File: src/rtl/sprite_palette_pkg.sv
// Shared types and constants for the double-buffered sprite palette controller.
package sprite_palette_pkg;

    localparam int PAL_NUM_ENTRIES = 16;
    localparam int PAL_IDX_W       = 4;
    localparam int PAL_CH_W        = 4;
    localparam int PAL_KEY_INDEX   = 0;

    typedef struct packed {
        logic [PAL_CH_W-1:0] r;
        logic [PAL_CH_W-1:0] g;
        logic [PAL_CH_W-1:0] b;
    } rgb_t;

    typedef enum logic [1:0] {
        ST_IDLE  = 2'd0,
        ST_ARMED = 2'd1,
        ST_COPY  = 2'd2
    } commit_state_t;

    // Entry 0 is the magenta-ish colour key, everything else starts white.
    localparam logic [PAL_NUM_ENTRIES-1:0][3*PAL_CH_W-1:0] PAL_DEFAULT =
        {{(PAL_NUM_ENTRIES-1){12'hFFF}}, 12'hF0D};

endpackage

File: src/rtl/sprite_palette_ctrl_scale.sv
// One colour channel scaled by (brightness + 1) / 16; used three times in S2.
module palette_fade_scale #(
    parameter int CH_W = 4
) (
    input  logic [CH_W-1:0] ch_i,
    input  logic [CH_W-1:0] bright_i,
    output logic [CH_W-1:0] scaled_o
);

    logic [2*CH_W-1:0] prod;

    // Full-scale brightness must be the identity, hence +1 before the shift.
    assign prod     = (2*CH_W)'(ch_i) * ((2*CH_W)'(bright_i) + (2*CH_W)'(1));
    assign scaled_o = CH_W'(prod >> CH_W);

endmodule

File: src/rtl/sprite_palette_ctrl.sv
// Double-buffered 16-entry sprite palette with vblank commit, per-frame fade
// and a 2-stage pipelined index-to-colour lookup.
module sprite_palette_ctrl
    import sprite_palette_pkg::*;
#(
    parameter int NUM_ENTRIES = PAL_NUM_ENTRIES,
    parameter int IDX_W       = PAL_IDX_W,
    parameter int CH_W        = PAL_CH_W,
    parameter int KEY_INDEX   = PAL_KEY_INDEX
) (
    input  logic              Clk,
    input  logic              Reset,
    input  logic              wr_valid,
    output logic              wr_ready,
    input  logic [IDX_W-1:0]  wr_index,
    input  logic [3*CH_W-1:0] wr_rgb,
    input  logic              commit_req,
    input  logic              frame_start,
    output logic              commit_pending,
    input  logic              fade_start,
    input  logic              fade_dir,
    output logic              fade_busy,
    input  logic              pix_valid_in,
    input  logic [IDX_W-1:0]  pix_index,
    output logic              pix_valid_out,
    output logic [CH_W-1:0]   red,
    output logic [CH_W-1:0]   green,
    output logic [CH_W-1:0]   blue,
    output logic              transparent
);

    localparam logic [IDX_W-1:0] LAST_IDX = IDX_W'(NUM_ENTRIES - 1);
    localparam logic [CH_W-1:0]  BRIGHT_MAX = '1;

    logic [NUM_ENTRIES-1:0][3*CH_W-1:0] shadow_q;
    logic [NUM_ENTRIES-1:0][3*CH_W-1:0] active_q;

    commit_state_t    state_q, state_d;
    logic [IDX_W-1:0] ptr_q, ptr_d;
    logic             rearm_q, rearm_d;

    logic [CH_W-1:0]  bright_q, bright_d;
    logic             busy_q, busy_d;
    logic             dir_q, dir_d;

    logic [1:0]       vld_pipe_q;
    logic             s1_key_q;
    rgb_t             s1_rgb_q;
    rgb_t             out_rgb_q;
    logic             trans_q;
    rgb_t             scaled;

    assign wr_ready       = (state_q != ST_COPY);
    assign commit_pending = (state_q != ST_IDLE);
    assign fade_busy      = busy_q;

    // Commit FSM: arm on request, copy one entry per cycle from the next vblank.
    always_comb begin
        state_d = state_q;
        ptr_d   = ptr_q;
        rearm_d = rearm_q;
        case (state_q)
            ST_IDLE: begin
                if (commit_req) state_d = ST_ARMED;
            end
            ST_ARMED: begin
                if (frame_start) begin
                    state_d = ST_COPY;
                    ptr_d   = '0;
                    rearm_d = 1'b0;
                end
            end
            ST_COPY: begin
                ptr_d = ptr_q + IDX_W'(1);
                if (commit_req) rearm_d = 1'b1;
                if (ptr_q == LAST_IDX) begin
                    state_d = (rearm_q || commit_req) ? ST_ARMED : ST_IDLE;
                    rearm_d = 1'b0;
                end
            end
            default: state_d = ST_IDLE;
        endcase
    end

    always_ff @(posedge Clk or posedge Reset) begin
        if (Reset) begin
            state_q <= ST_IDLE;
            ptr_q   <= '0;
            rearm_q <= 1'b0;
        end else begin
            state_q <= state_d;
            ptr_q   <= ptr_d;
            rearm_q <= rearm_d;
        end
    end

    // Writes are held off during the copy so active never sees a half-updated shadow.
    always_ff @(posedge Clk or posedge Reset) begin
        if (Reset) begin
            shadow_q <= PAL_DEFAULT;
            active_q <= PAL_DEFAULT;
        end else begin
            if (wr_valid && wr_ready) shadow_q[wr_index] <= wr_rgb;
            if (state_q == ST_COPY)   active_q[ptr_q]    <= shadow_q[ptr_q];
        end
    end

    // Fade: one brightness step per frame; a later fade_start overrides direction.
    always_comb begin
        bright_d = bright_q;
        busy_d   = busy_q;
        dir_d    = dir_q;
        if (frame_start && busy_q) begin
            if (dir_q) begin
                if (bright_q == BRIGHT_MAX) begin
                    busy_d = 1'b0;
                end else begin
                    bright_d = bright_q + CH_W'(1);
                    if (bright_q == BRIGHT_MAX - CH_W'(1)) busy_d = 1'b0;
                end
            end else begin
                if (bright_q == '0) begin
                    busy_d = 1'b0;
                end else begin
                    bright_d = bright_q - CH_W'(1);
                    if (bright_q == CH_W'(1)) busy_d = 1'b0;
                end
            end
        end
        if (fade_start) begin
            busy_d = 1'b1;
            dir_d  = fade_dir;
        end
    end

    always_ff @(posedge Clk or posedge Reset) begin
        if (Reset) begin
            bright_q <= BRIGHT_MAX;
            busy_q   <= 1'b0;
            dir_q    <= 1'b0;
        end else begin
            bright_q <= bright_d;
            busy_q   <= busy_d;
            dir_q    <= dir_d;
        end
    end

    palette_fade_scale #(.CH_W(CH_W)) u_scale_r (
        .ch_i(s1_rgb_q.r), .bright_i(bright_q), .scaled_o(scaled.r));
    palette_fade_scale #(.CH_W(CH_W)) u_scale_g (
        .ch_i(s1_rgb_q.g), .bright_i(bright_q), .scaled_o(scaled.g));
    palette_fade_scale #(.CH_W(CH_W)) u_scale_b (
        .ch_i(s1_rgb_q.b), .bright_i(bright_q), .scaled_o(scaled.b));

    always_ff @(posedge Clk or posedge Reset) begin
        if (Reset) begin
            vld_pipe_q <= '0;
            s1_key_q   <= 1'b0;
            s1_rgb_q   <= '0;
            out_rgb_q  <= '0;
            trans_q    <= 1'b0;
        end else begin
            vld_pipe_q <= {vld_pipe_q[0], pix_valid_in};
            s1_key_q   <= (pix_index == IDX_W'(KEY_INDEX));
            s1_rgb_q   <= rgb_t'(active_q[pix_index]);
            if (vld_pipe_q[0]) out_rgb_q <= scaled;
            trans_q    <= vld_pipe_q[0] && s1_key_q;
        end
    end

    assign pix_valid_out = vld_pipe_q[1];
    assign red           = out_rgb_q.r;
    assign green         = out_rgb_q.g;
    assign blue          = out_rgb_q.b;
    assign transparent   = trans_q;

endmodule
File: config.mk
export PLATFORM = sky130hd
export DESIGN_NAME = sprite_palette_ctrl
export DESIGN_NICKNAME = d
export VERILOG_FILES = /design/src/rtl/sprite_palette_pkg.sv /design/src/rtl/sprite_palette_ctrl_scale.sv /design/src/rtl/sprite_palette_ctrl.sv
export SDC_FILE = /design/constraint.sdc
export NUM_CORES = 1
export LEC_CHECK = 0
export ABC_AREA = 1
export CAP_MARGIN = 0
export CORE_MARGIN = 10
export CORE_UTILIZATION = 48
export CTS_CLUSTER_SIZE = 25
export DETAILED_ROUTE_END_ITERATION = 16
export PLACE_DENSITY_LB_ADDON = 0.05
export SETUP_SLACK_MARGIN = 0.02
export SLEW_MARGIN = 30
export SYNTH_ARGS = -nofsm -noshare
export SYNTH_HDL_FRONTEND = slang
export SYNTH_SLANG_ARGS = --single-unit
File: constraint.sdc
create_clock -name Clk -period 28.8 [get_ports Clk]
set_clock_uncertainty 0.15 [all_clocks]
set_input_delay 4.32 -clock Clk [delete_from_list [all_inputs] [get_ports Clk]]
set_output_delay 4.32 -clock Clk [all_outputs]
set_load 0.02 [all_outputs]
Word level (Yosys, flattened, before mapping)
Cells that the tools add are included.
{"block": "op_classes", "addsub": 4, "n_mul": 3, "magnitude_cmp": 5, "eq_ne": 14, "muxes": 31, "n_reduce_logical": 18}
{"operator": "bitwise mux 192 bit", "count": 2}
{"operator": "binary-select mux 12 bit (select 4 bit)", "count": 2}
{"operator": "demux 12 bit (select 4 bit)", "count": 2}
{"operator": "two-way mux 12 bit", "count": 4}
{"operator": "multiplier 4 x 8 -> 8 bit", "count": 3}
{"operator": "two-way mux 4 bit", "count": 4}
{"operator": "less-than comparator 4 x 5 -> 1 bit, second input constant", "count": 3}
{"operator": "equality test 4 bit, second input constant", "count": 3}
{"operator": "inequality test 2 bit, second input constant", "count": 6}
{"operator": "AND reduction 3 bit", "count": 4}
{"operator": "two-way mux 1 bit", "count": 11}
{"operator": "adder 4 x 1 -> 4 bit, second input constant", "count": 2}
{"operator": "greater-or-equal comparator 4 x 1 -> 1 bit, second input constant", "count": 2}
{"operator": "logical NOT 4 bit", "count": 2}
{"operator": "case mux 4 bit (2 select lines)", "count": 1}
{"operator": "two-way mux 2 bit", "count": 3}
{"operator": "case mux 2 bit (3 select lines)", "count": 1}
{"operator": "nonzero test 2 bit", "count": 3}
{"operator": "adder 4 x 1 -> 5 bit, second input constant", "count": 1}
{"operator": "logical AND 1 bit", "count": 5}
{"operator": "equality test 4 x 1 -> 1 bit, second input constant", "count": 1}
{"operator": "inequality test 4 x 2 -> 1 bit, second input constant", "count": 1}
{"operator": "nonzero test 4 bit", "count": 1}
{"operator": "subtractor 4 x 1 -> 4 bit, second input constant", "count": 1}
{"operator": "7 further kinds", "count": 7}
{"block": "totals", "reg_bits": 425, "input_bits": 28, "out_inout_bits": 17, "word_cells": 122}

Depth between registers and ports, before layout
Gate-level depths: netlist of the first run.
{"block": "depth", "ltp_word": 6, "depth_mapped": 19, "ltp_nobuf": 17}

Hierarchy
A second synthesis of the first run with hierarchy kept.
{"block": "unflattened", "hier_cells": 2914, "area_unflattened_um2": 22699.3}
{"mod": "sprite_palette_ctrl", "n_inst": 1, "cells_per_inst": 2653, "area_per_inst_um2": 21013.9, "seq_area_each_um2": 11108.2}
{"mod": "palette_fade_scale", "n_inst": 3, "cells_per_inst": 87, "area_per_inst_um2": 561.8, "seq_area_each_um2": 0.0}

Worst setup path after synthesis of the first run
OpenSTA, ideal clock, no wires.
{"block": "synth_path", "kind": "input-to-reg", "from": "in pix_index[0]", "to": "reg s1_rgb_q[10] (netlist name)", "setup_ps": 69, "arrival_ps": 5267, "path_slack_ps": 23315, "stages": 7, "path_cell_list": "buf_2 -> buf_2 -> clkbuf_1 -> o21ai_0 -> o22ai_1 -> nand2_1 -> nand3_1"}
{"block": "synth_via", "elab_chain_cells": 2}
{"item": "start, declared", "line_no": "sprite_palette_ctrl.sv:24", "text": "input logic [IDX_W-1:0] pix_index,"}
{"item": "binary-select mux 12 bit (select 4 bit)", "line_no": "sprite_palette_ctrl.sv:165", "text": "s1_rgb_q <= rgb_t'(active_q[pix_index]);"}
{"item": "two-way mux 12 bit (implied by the code)", "line_no": "sprite_palette_ctrl.sv:165"}
{"item": "end signal, assigned", "line_no": "sprite_palette_ctrl.sv:165"}
{"item": "end, declared", "line_no": "sprite_palette_ctrl.sv:48", "text": "rgb_t s1_rgb_q;"}
No other way between the ends. The select of a mux whose other input is x is not followed.
A chain may end at the register's enable or synchronous reset.

==> impl_metrics.toml, run 1 <==
[run_status]
outcome = "finished, final reports clean"

[power_and_ir_drop]
p_per_area_mw_per_mm2 = 102
leakage_uw = 0.0105
p_int_uw = 1520
p_sw_share_pct = 37.8
switching_power_uw = 922
seqPwrFrac_pct = 41.1
irDropWorstVdd_v = 0.0000677
pwr-share-clk_pct = 25.5
p_comb_share_pct = 33.4

[synthesis]
synthCells = 2724
avgSynthCellArea_um2 = 7.99
yosysTopAreaCell = "dfstp_2"
yosys_warnings = 0
yosys_register_bits = 425
yosys.area.top_type_share_pct = 45.6
syn-num-nets = 2802
synth.top_cells.by_area = "dfstp_2, nand2_1, o21ai_0, dfrtp_1, inv_1"
synth.distinct_cells = 33
synth-seq-area-share_pct = 51.0
syn_area_mm2 = 0.0218

[clocking]
root_buffer = "clkbuf_16"
cts_tree = "yes"
cts_buffers = 49
ctsResizeCount = 0
clock_sinks = 425
clk_pin_slew_ns = 0.06
clk_latency_ns = 0.60
clk_path_buf_depth = 3
cts_hold_buf = 0
cts-htree-levels = 2
post_cts_buffers = 0

[critical_path]
crit_type = "primary input to async pin"
required_ns = 29.25
crit_path_max_fanout = 142
start_kind = "primary input"
rr_worst_depth = 14
arrival_ns = 7.12
r2r_end = "blue[1]$_DFFE_PP0P_"
end_kind = "async pin"
r2r_slack_ns = 24.68
rr_startpoint = "bright_q[0]$_DFFE_PP1P_"

[global_routing]
grt_util_all_layers_pct = 21.3
grt_pass1_vias = 16900
grt_pass1_wl_um = 92600
grt.overflow.total = 0
grt_max_degree = 143
antenna_found_initial = 0

[floorplan]
die-width_um = 233
die_area_mm2 = 0.0543
fp-row-count = 77
start_util_pct = 48.9
die_y_um = 233
core_area_mm2 = 0.0445
io_pins = 45

[cells_and_area]
final_cell_area_mm2 = 0.0238
area_delta_synth_final_pct = 9.48
mostFrequentLayoutCell = "nand2_1"
final_cell_mix = "nand2_1, o21ai_0, dfstp_2"
nets = 2744
diodes = 0
layout-drive-gt1-share_pct = 19.1
instances_no_fill = 3297
final_util_pct = 53.6

[detailed_routing]
drc = 0
via_count = 17200
vias_per_cell = 5.21
drt_wl_total_um = 57000
ant_nets = 0
drtIter0Drc = 1518
post_drt_wl_per_cell_um = 17.3
drtPass1Iterations = 6

[placement]
dp_hpwl_um = 34800
io_buffers = 44
place_area_mm2 = 0.0222
dp_cells = 3207
place.gp.congestion = 0.790

[min_path]
min_path_cells = 2
min_to = "active_q[117]$_DFFE_PP1P_"
min_from = "active_q[117]$_DFFE_PP1P_"
hold_path.class = "register to register"

[timing]
tns_ns = 0
fin_crit_sh_pct = 23.1
min_period_ns = 6.66
fin_hold_ws_ns = 0.321
finalHoldViolCount = 0
grt_setup_unrepaired = "no"
fmax_mhz = 150
setup_viol = 0
maxSlewViolCount = 0
tightest_slew_ns = 0.896
max_slew_margin_pct = 40.1

[run]
maxCapViolCount = 0
## sequential cells by signal, summed over array words and instances, names as in the netlist, 2 cells and up
signal and cells:
shadow_q 192, state_q 2, blue 4, active_q 192
red 4, ptr_q 4, green 4, bright_q 4
vld_pipe_q 2, s1_rgb_q 12
## per-layer routing
layer	routed length (µm)	global-route usage [%]	vias up
met5	0	0	-
met4	1430	6.57	0
met3	2630	2.77	80
met2	27300	36.0	403
met1	25700	28.1	8198
li1	-	-	8510
## layout make-up
class	instances	area [µm²]
Fill cell	4263	20700
Sequential cell	425	11100
Multi-Input combinational cell	1864	8800
Clock buffer	76	1440
Inverter	269	1020
Tap cell	592	741
Timing Repair Buffer	57	544
Clock inverter	14	174
## cells by family (layout without fill, tap and decap cells)
group | after synthesis | after routing | synth area share (%)
AND/OR/NAND/NOR | 1233 | 1233 | 23.0
AO/OA/AOI/OAI | 569 | 569 | 13.6
buffers and inverters | 435 | 416 | 8.57
flip-flops | 425 | 425 | 51.0
adder cells (fa/ha/maj) | 50 | 50 | 3.39
XOR/XNOR | 12 | 12 | 0.483
## worst max-delay path, cell delays in order
cell	delay (ns)
clkdlybuf4s50_1	0.50
clkinv_8	0.49
buf_4	0.74
buf_4	0.78
## power by group through the flow
stage	Sequential [µW]	Clock (µW)	Combinational, µW
CTS	1000	635	821
global placement	1000	0	802
finish	1000	622	814
detailed placement	1010	0	818
global route	1030	663	933
floorplan	976	0	633
## through the flow
stage,power [µW],setup WS (ns)
after floorplan,1610,13.12
final,2440,22.14
after detailed placement,1830,21.30
after global placement,1800,21.14
after CTS,2460,21.93
after global routing,2630,21.83
## Yosys cell counts, drive strengths merged
cell type and number:
nand2 902, o22ai 24, xnor2 7, inv 269
o211ai 25, fa 15, nor4 1, a31oi 1
dfrtp 47, o31ai 2, clkbuf 84, or2 2
nand4 5, nor2 187, xor2 5, a21oi 11
nand3 135, o21ai 504, a21boi 1, a211oi 1
nor3 1, buf 82, dfstp 378, ha 35
## worst max path at each step
stage          startpoint                       to  slack [ns]  cells after the start
5_1_grt             Reset  active_q[5]$_DFFE_PP0P_       21.83                      4
2_1_floorplan       Reset  active_q[1]$_DFFE_PP0P_       13.12                      1
3_5_place_dp        Reset  active_q[5]$_DFFE_PP0P_       21.30                      4
6_report            Reset  active_q[7]$_DFFE_PP0P_       22.14                      4
3_3_place_gp        Reset    s1_rgb_q[7]$_DFF_PP0_       21.14                      4
4_1_cts             Reset       s1_key_q$_DFF_PP0_       21.93                      4
Note: power is estimated with default switching activity, not from simulation.
==> run 2, diff against run 1 <==
==> constraint.sdc (replaced) <==
create_clock -name Clk -period 6.3 [get_ports Clk]
set_clock_uncertainty 0.15 [all_clocks]
set_input_delay 0.945 -clock Clk [delete_from_list [all_inputs] [get_ports Clk]]
set_output_delay 0.945 -clock Clk [all_outputs]
set_load 0.02 [all_outputs]
==> run 2 against run 1 <==
Effect of this change:
- global-route usage down 0.15 points
- cell count barely moved
- utilization is 0.087 points higher
- power rose to 4.6 times the previous value
- sequential share of layout area shrank 0.076 points
- clock-buffer cell count is the same
- combinational power rose to 4.5 times the previous value
- worst setup slack got worse by 20 ns
- largest power group unchanged
==> impl_metrics.toml, run 2 (synthesized netlist as in run 1, its figures left out) <==
[global_routing]
grt.overflow.total = 0
grt_pass1_wl_um = 91800
grt_max_degree = 158
grt_util_all_layers_pct = 21.2
grt_pass1_vias = 16600
antenna_found_initial = 0

[critical_path]
crit_top_cell = "inv_1"
max_stage_delay_ns = 0.68
arrival_ns = 4.35
start_kind = "register"
crit_type = "register to register"
crit_chain = "inv_1 -> ha_1 -> nand2_1 -> inv_1 -> fa_1 -> inv_1 -> fa_1 -> inv_1 -> ha_1 -> a21oi_1 -> o21ai_0 -> or2_2 -> nand3_1 -> nand2_1"
end_kind = "register"
slowest_stage = "dfstp_2"
crit_path_max_fanout = 12
required_ns = 6.63

[timing]
finalHoldViolCount = 0
maxSlewViolCount = 0
fin_crit_sh_pct = 63.9
min_period_ns = 4.02
max_slew_margin_pct = 37.4
fin_hold_ws_ns = 0.294
setup_viol = 0
grt_setup_unrepaired = "no"
fmax_mhz = 248
tightest_slew_ns = 0.937

[detailed_routing]
top_layer = "met4"
ant_nets = 0
vias_per_cell = 5.22
drt_wl_total_um = 57100
drtIter0Drc = 1271
met2_wirelength_um = 27500
dr_wl_met3_um = 2310
wl_met1_um = 26000
drtPass1Iterations = 6
via_count = 17200
drc = 0
post_drt_wl_per_cell_um = 17.3

[clocking]
cts_buffers = 48
clk_latency_ns = 0.60
clock_sinks = 425
cts_hold_buf = 0
post_cts_buffers = 0
cts_tree = "yes"
ctsResizeCount = 0
root_buffer = "clkbuf_16"
clk_pin_slew_ns = 0.06
clk_path_buf_depth = 3
cts-htree-levels = 2

[floorplan]
die-width_um = 233
start_util_pct = 48.9
io_pins = 45
fp-row-count = 77
die_y_um = 233
core_area_mm2 = 0.0445
die_area_mm2 = 0.0543

[power_and_ir_drop]
irDropWorstVdd_v = 0.000329
p_per_area_mw_per_mm2 = 469
leakage_uw = 0.0105
fin_total_pwr_uw = 11200

[cells_and_area]
final_cell_mix = "nand2_1, o21ai_0, dfstp_2"
nets = 2742
final_util_pct = 53.6
final_cell_area_mm2 = 0.0239
diodes = 0
mostFrequentLayoutCell = "nand2_1"
area_delta_synth_final_pct = 9.66
reg_top3 = "active_q: 192 flops, shadow_q: 192 flops, s1_rgb_q: 12 flops"
layout-drive-gt1-share_pct = 19.2

[placement]
place.gp.congestion = 0.834
dp_hpwl_um = 34900
io_buffers = 44
place_area_mm2 = 0.0222

[run_status]
outcome = "finished, final reports clean"

[run]
maxCapViolCount = 0

[min_path]
hold_path.class = "register to register"
run 2: cell types whose count changed in the layout (fill, tap and decap cells not counted), sizes merged:
cell	before	now
clkinv	10	7
buf	15	14
clkinvlp	1	2
inv	269	270
run 2: where the power goes:
part	internal (µW)	switching [µW]	total [µW]
registers	4070	517	4590
logic	1180	2530	3700
clock network	1740	1150	2900
total	6990	4200	11200
run 2: critical path: cells and delay by family, from the launching register on:
family,cells,cell delay [ns]
simple gates,4,0.51
flops,1,0.68
buf+inv,4,0.33
fa+ha+maj,4,1.87
compound gates,2,0.35
run 2: layer usage:
layer | vias to the layer above | global-route usage (%)
met1 | 8313 | 27.8
li1 | 8520 | -
met3 | 75 | 2.86
met5 | - | 0
met2 | 289 | 35.9
met4 | 0 | 6.23
run 2: cell type report:
class,count,area [µm²]
Fill cell,4290,20600
Sequential cell,425,11100
Multi-Input combinational cell,1864,8810
Clock buffer,76,1490
Inverter,269,1020
Tap cell,592,741
Timing Repair Buffer,56,558
Clock inverter,13,150
run 2: worst paths after layout:
check / start / to / slack [ns] / cells after the start
min in group asynchronous: Reset / fade_busy$_DFFE_PP0P_ / 0.66 / 2
worst max register to register: bright_q[0]$_DFFE_PP1P_ / blue[1]$_DFFE_PP0P_ / 2.28 / 14
worst min register to register: s1_key_q$_DFF_PP0_ / transparent$_DFF_PP0_ / 0.29 / 2
worst max-delay path: bright_q[0]$_DFFE_PP1P_ / blue[1]$_DFFE_PP0P_ / 2.28 / 14
worst min-delay path: s1_key_q$_DFF_PP0_ / transparent$_DFF_PP0_ / 0.29 / 2
max in group asynchronous: Reset / shadow_q[6]$_DFFE_PP0P_ / 4.08 / 3
run 2: per-stage QoR:
step	TNS, ns	worst slack, ns	std cells
final	0	2.28	3295
after global routing	0	2.03	3295
after detailed placement	0	2.33	3206
after global placement	0	2.40	3206
after floorplan	-10.43	-0.222	2724
after CTS	0	2.30	3295
==> run 3, diff against run 2 <==
==> constraint.sdc (replaced) <==
create_clock -name Clk -period 4.1 [get_ports Clk]
set_clock_uncertainty 0.15 [all_clocks]
set_input_delay 0.615 -clock Clk [delete_from_list [all_inputs] [get_ports Clk]]
set_output_delay 0.615 -clock Clk [all_outputs]
set_load 0.02 [all_outputs]
==> run 3 against run 2 <==
Effect of this change:
- critical path depth increased by 1
- cell count increased by 0.49%
- non-clock buffer count increased by 18
- critical endpoint is now red[3]$_DFFE_PP0P_
- largest cell class unchanged
==> impl_metrics.toml, run 3 (synthesized netlist as in run 1, its figures left out) <==
[run_status]
outcome = "finished, final reports clean"

[cells_and_area]
diodes = 0
final_cell_mix = "nand2_1, o21ai_0, dfstp_2"
multi_input_area_mm2 = 0.00880
layout-drive-gt1-share_pct = 19.5
area_delta_synth_final_pct = 10.3
reg_top3 = "active_q: 192 flops, shadow_q: 192 flops, s1_rgb_q: 12 flops"
final_cell_area_mm2 = 0.0240
num-fill-cells = 4239
mostFrequentLayoutCell = "nand2_1"
nets = 2759
final-seq-area_mm2 = 0.0111

[timing]
fin_crit_sh_pct = 91.0
fmax_mhz = 268
maxSlewViolCount = 0
max_slew_margin_pct = 33.0
finalHoldViolCount = 0
setup_viol = 0
min_period_ns = 3.73
grt_setup_unrepaired = "no"
tightest_slew_ns = 1.00
fin_hold_ws_ns = 0.287
setup_slack_ns = 0.367

[power_and_ir_drop]
p_per_area_mw_per_mm2 = 712
p_comb_share_pct = 33.9
leakage_uw = 0.0106
p_sw_share_pct = 37.5
irDropWorstVdd_v = 0.000480
switching_power_uw = 6410
fin_total_pwr_uw = 17100
pwr-share-clk_pct = 25.2
seqPwrFrac_pct = 40.9
p_int_uw = 10700

[critical_path]
crit_path_max_fanout = 7
crit_type = "register to register"
max_stage_delay_ns = 0.58
r2r_slack_ns = 0.37
rr_startpoint = "bright_q[0]$_DFFE_PP1P_"
slowest_stage = "dfstp_2"
crit_top_cell = "inv_1"
required_ns = 4.46
start_kind = "register"
end_kind = "register"
r2r_end = "red[3]$_DFFE_PP0P_"
crit_chain = "inv_1 -> ha_1 -> buf_4 -> nand2_1 -> inv_1 -> fa_1 -> inv_1 -> fa_1 -> inv_1 -> ha_1 -> a21oi_1 -> o21ai_0 -> o21ai_0 -> nand3_1 -> nand2_1"
rr_worst_depth = 15
arrival_ns = 4.10

[global_routing]
grt_pass1_wl_um = 92400
grt_pass1_vias = 16700
grt.overflow.total = 0
antenna_found_initial = 0
grt_max_degree = 98
grt_util_all_layers_pct = 21.3

[clocking]
clk_path_buf_depth = 3
clk_latency_ns = 0.58
cts_hold_buf = 0
cts_tree = "yes"
clock_sinks = 425
cts-htree-levels = 2
cts_buffers = 47
clk_pin_slew_ns = 0.06
post_cts_buffers = 0
ctsResizeCount = 0
root_buffer = "clkbuf_16"

[floorplan]
io_pins = 45
fp-row-count = 77
die-width_um = 233
die_area_mm2 = 0.0543
die_y_um = 233
core_area_mm2 = 0.0445
start_util_pct = 48.9

[detailed_routing]
drt_wl_total_um = 56900
drtPass1Iterations = 6
post_drt_wl_per_cell_um = 17.2
drc = 0
ant_nets = 0
drtIter0Drc = 1256
vias_per_cell = 5.23
via_count = 17300

[run]
maxCapViolCount = 0

[placement]
preCtsSetupSlack_ns = 0.405
io_buffers = 44
place.gp.congestion = 0.830
place_area_mm2 = 0.0224
dp_hpwl_um = 35400

[min_path]
hold_path.class = "primary input to async pin"
[run 3: cell types whose count changed in the layout (fill, tap and decap cells not counted), sizes merged]
cell	previous run	this run
buf	14	32
clkinv	7	6
inv	270	269
[run 3: worst max path at each step]
stage	start	to	slack [ns]	depth (start not counted)
after floorplan	Reset	active_q[1]$_DFFE_PP0P_	-2.09	1
after CTS	bright_q[0]$_DFFE_PP1P_	red[3]$_DFFE_PP0P_	0.37	15
after global routing	bright_q[0]$_DFFE_PP1P_	red[3]$_DFFE_PP0P_	0.03	15
after detailed placement	bright_q[0]$_DFFE_PP1P_	green[3]$_DFFE_PP0P_	0.40	15
final	bright_q[0]$_DFFE_PP1P_	red[3]$_DFFE_PP0P_	0.37	15
after global placement	bright_q[0]$_DFFE_PP1P_	red[3]$_DFFE_PP0P_	0.42	16
[run 3: cell type report]
type | count | area share (%)
Sequential cell | 425 | 46.3
Multi-Input combinational cell | 1864 | 36.6
Clock inverter | 11 | 0.573
Inverter | 269 | 4.23
Tap cell | 592 | 3.08
Clock buffer | 76 | 5.98
Timing Repair Buffer | 74 | 3.25
[run 3: through the flow]
stage	cells	utilization (%)	setup TNS, ns
floorplan	2724	-	-324.35
global placement	3223	50.4	0
global route	3311	54.0	0
finish	3311	54.0	0
CTS	3311	54.0	0
detailed placement	3224	50.4	0
[run 3: critical path: cells and delay by family, from the launching register on]
kind / cells / cell delay, ns
buffers and inverters: 5 / 0.41
AND/OR/NAND/NOR: 3 / 0.22
AO/OA/AOI/OAI: 3 / 0.52
adder cells (fa/ha/maj): 4 / 1.79
flip-flops: 1 / 0.58
[run 3: layer usage]
layer	share of wire [%]	global-route usage [%]	wire length, µm	up-vias
li1	-	-	-	8537
met1	45	28.1	25700	8368
met2	49	36.0	27700	351
met3	4.1	2.73	2350	68
met4	2.1	6.03	1190	0
met5	0	0	0	-
[run 3: power by group through the flow]
stage          sequential [µW]  combinational (µW)  clock (µW)
5_1_grt                   7170                6630        4580
6_report                  6990                5800        4300
2_1_floorplan             6860                4450           0
3_3_place_gp              6990                5710           0
4_1_cts                   6980                5850        4420
3_5_place_dp              7030                5830           0
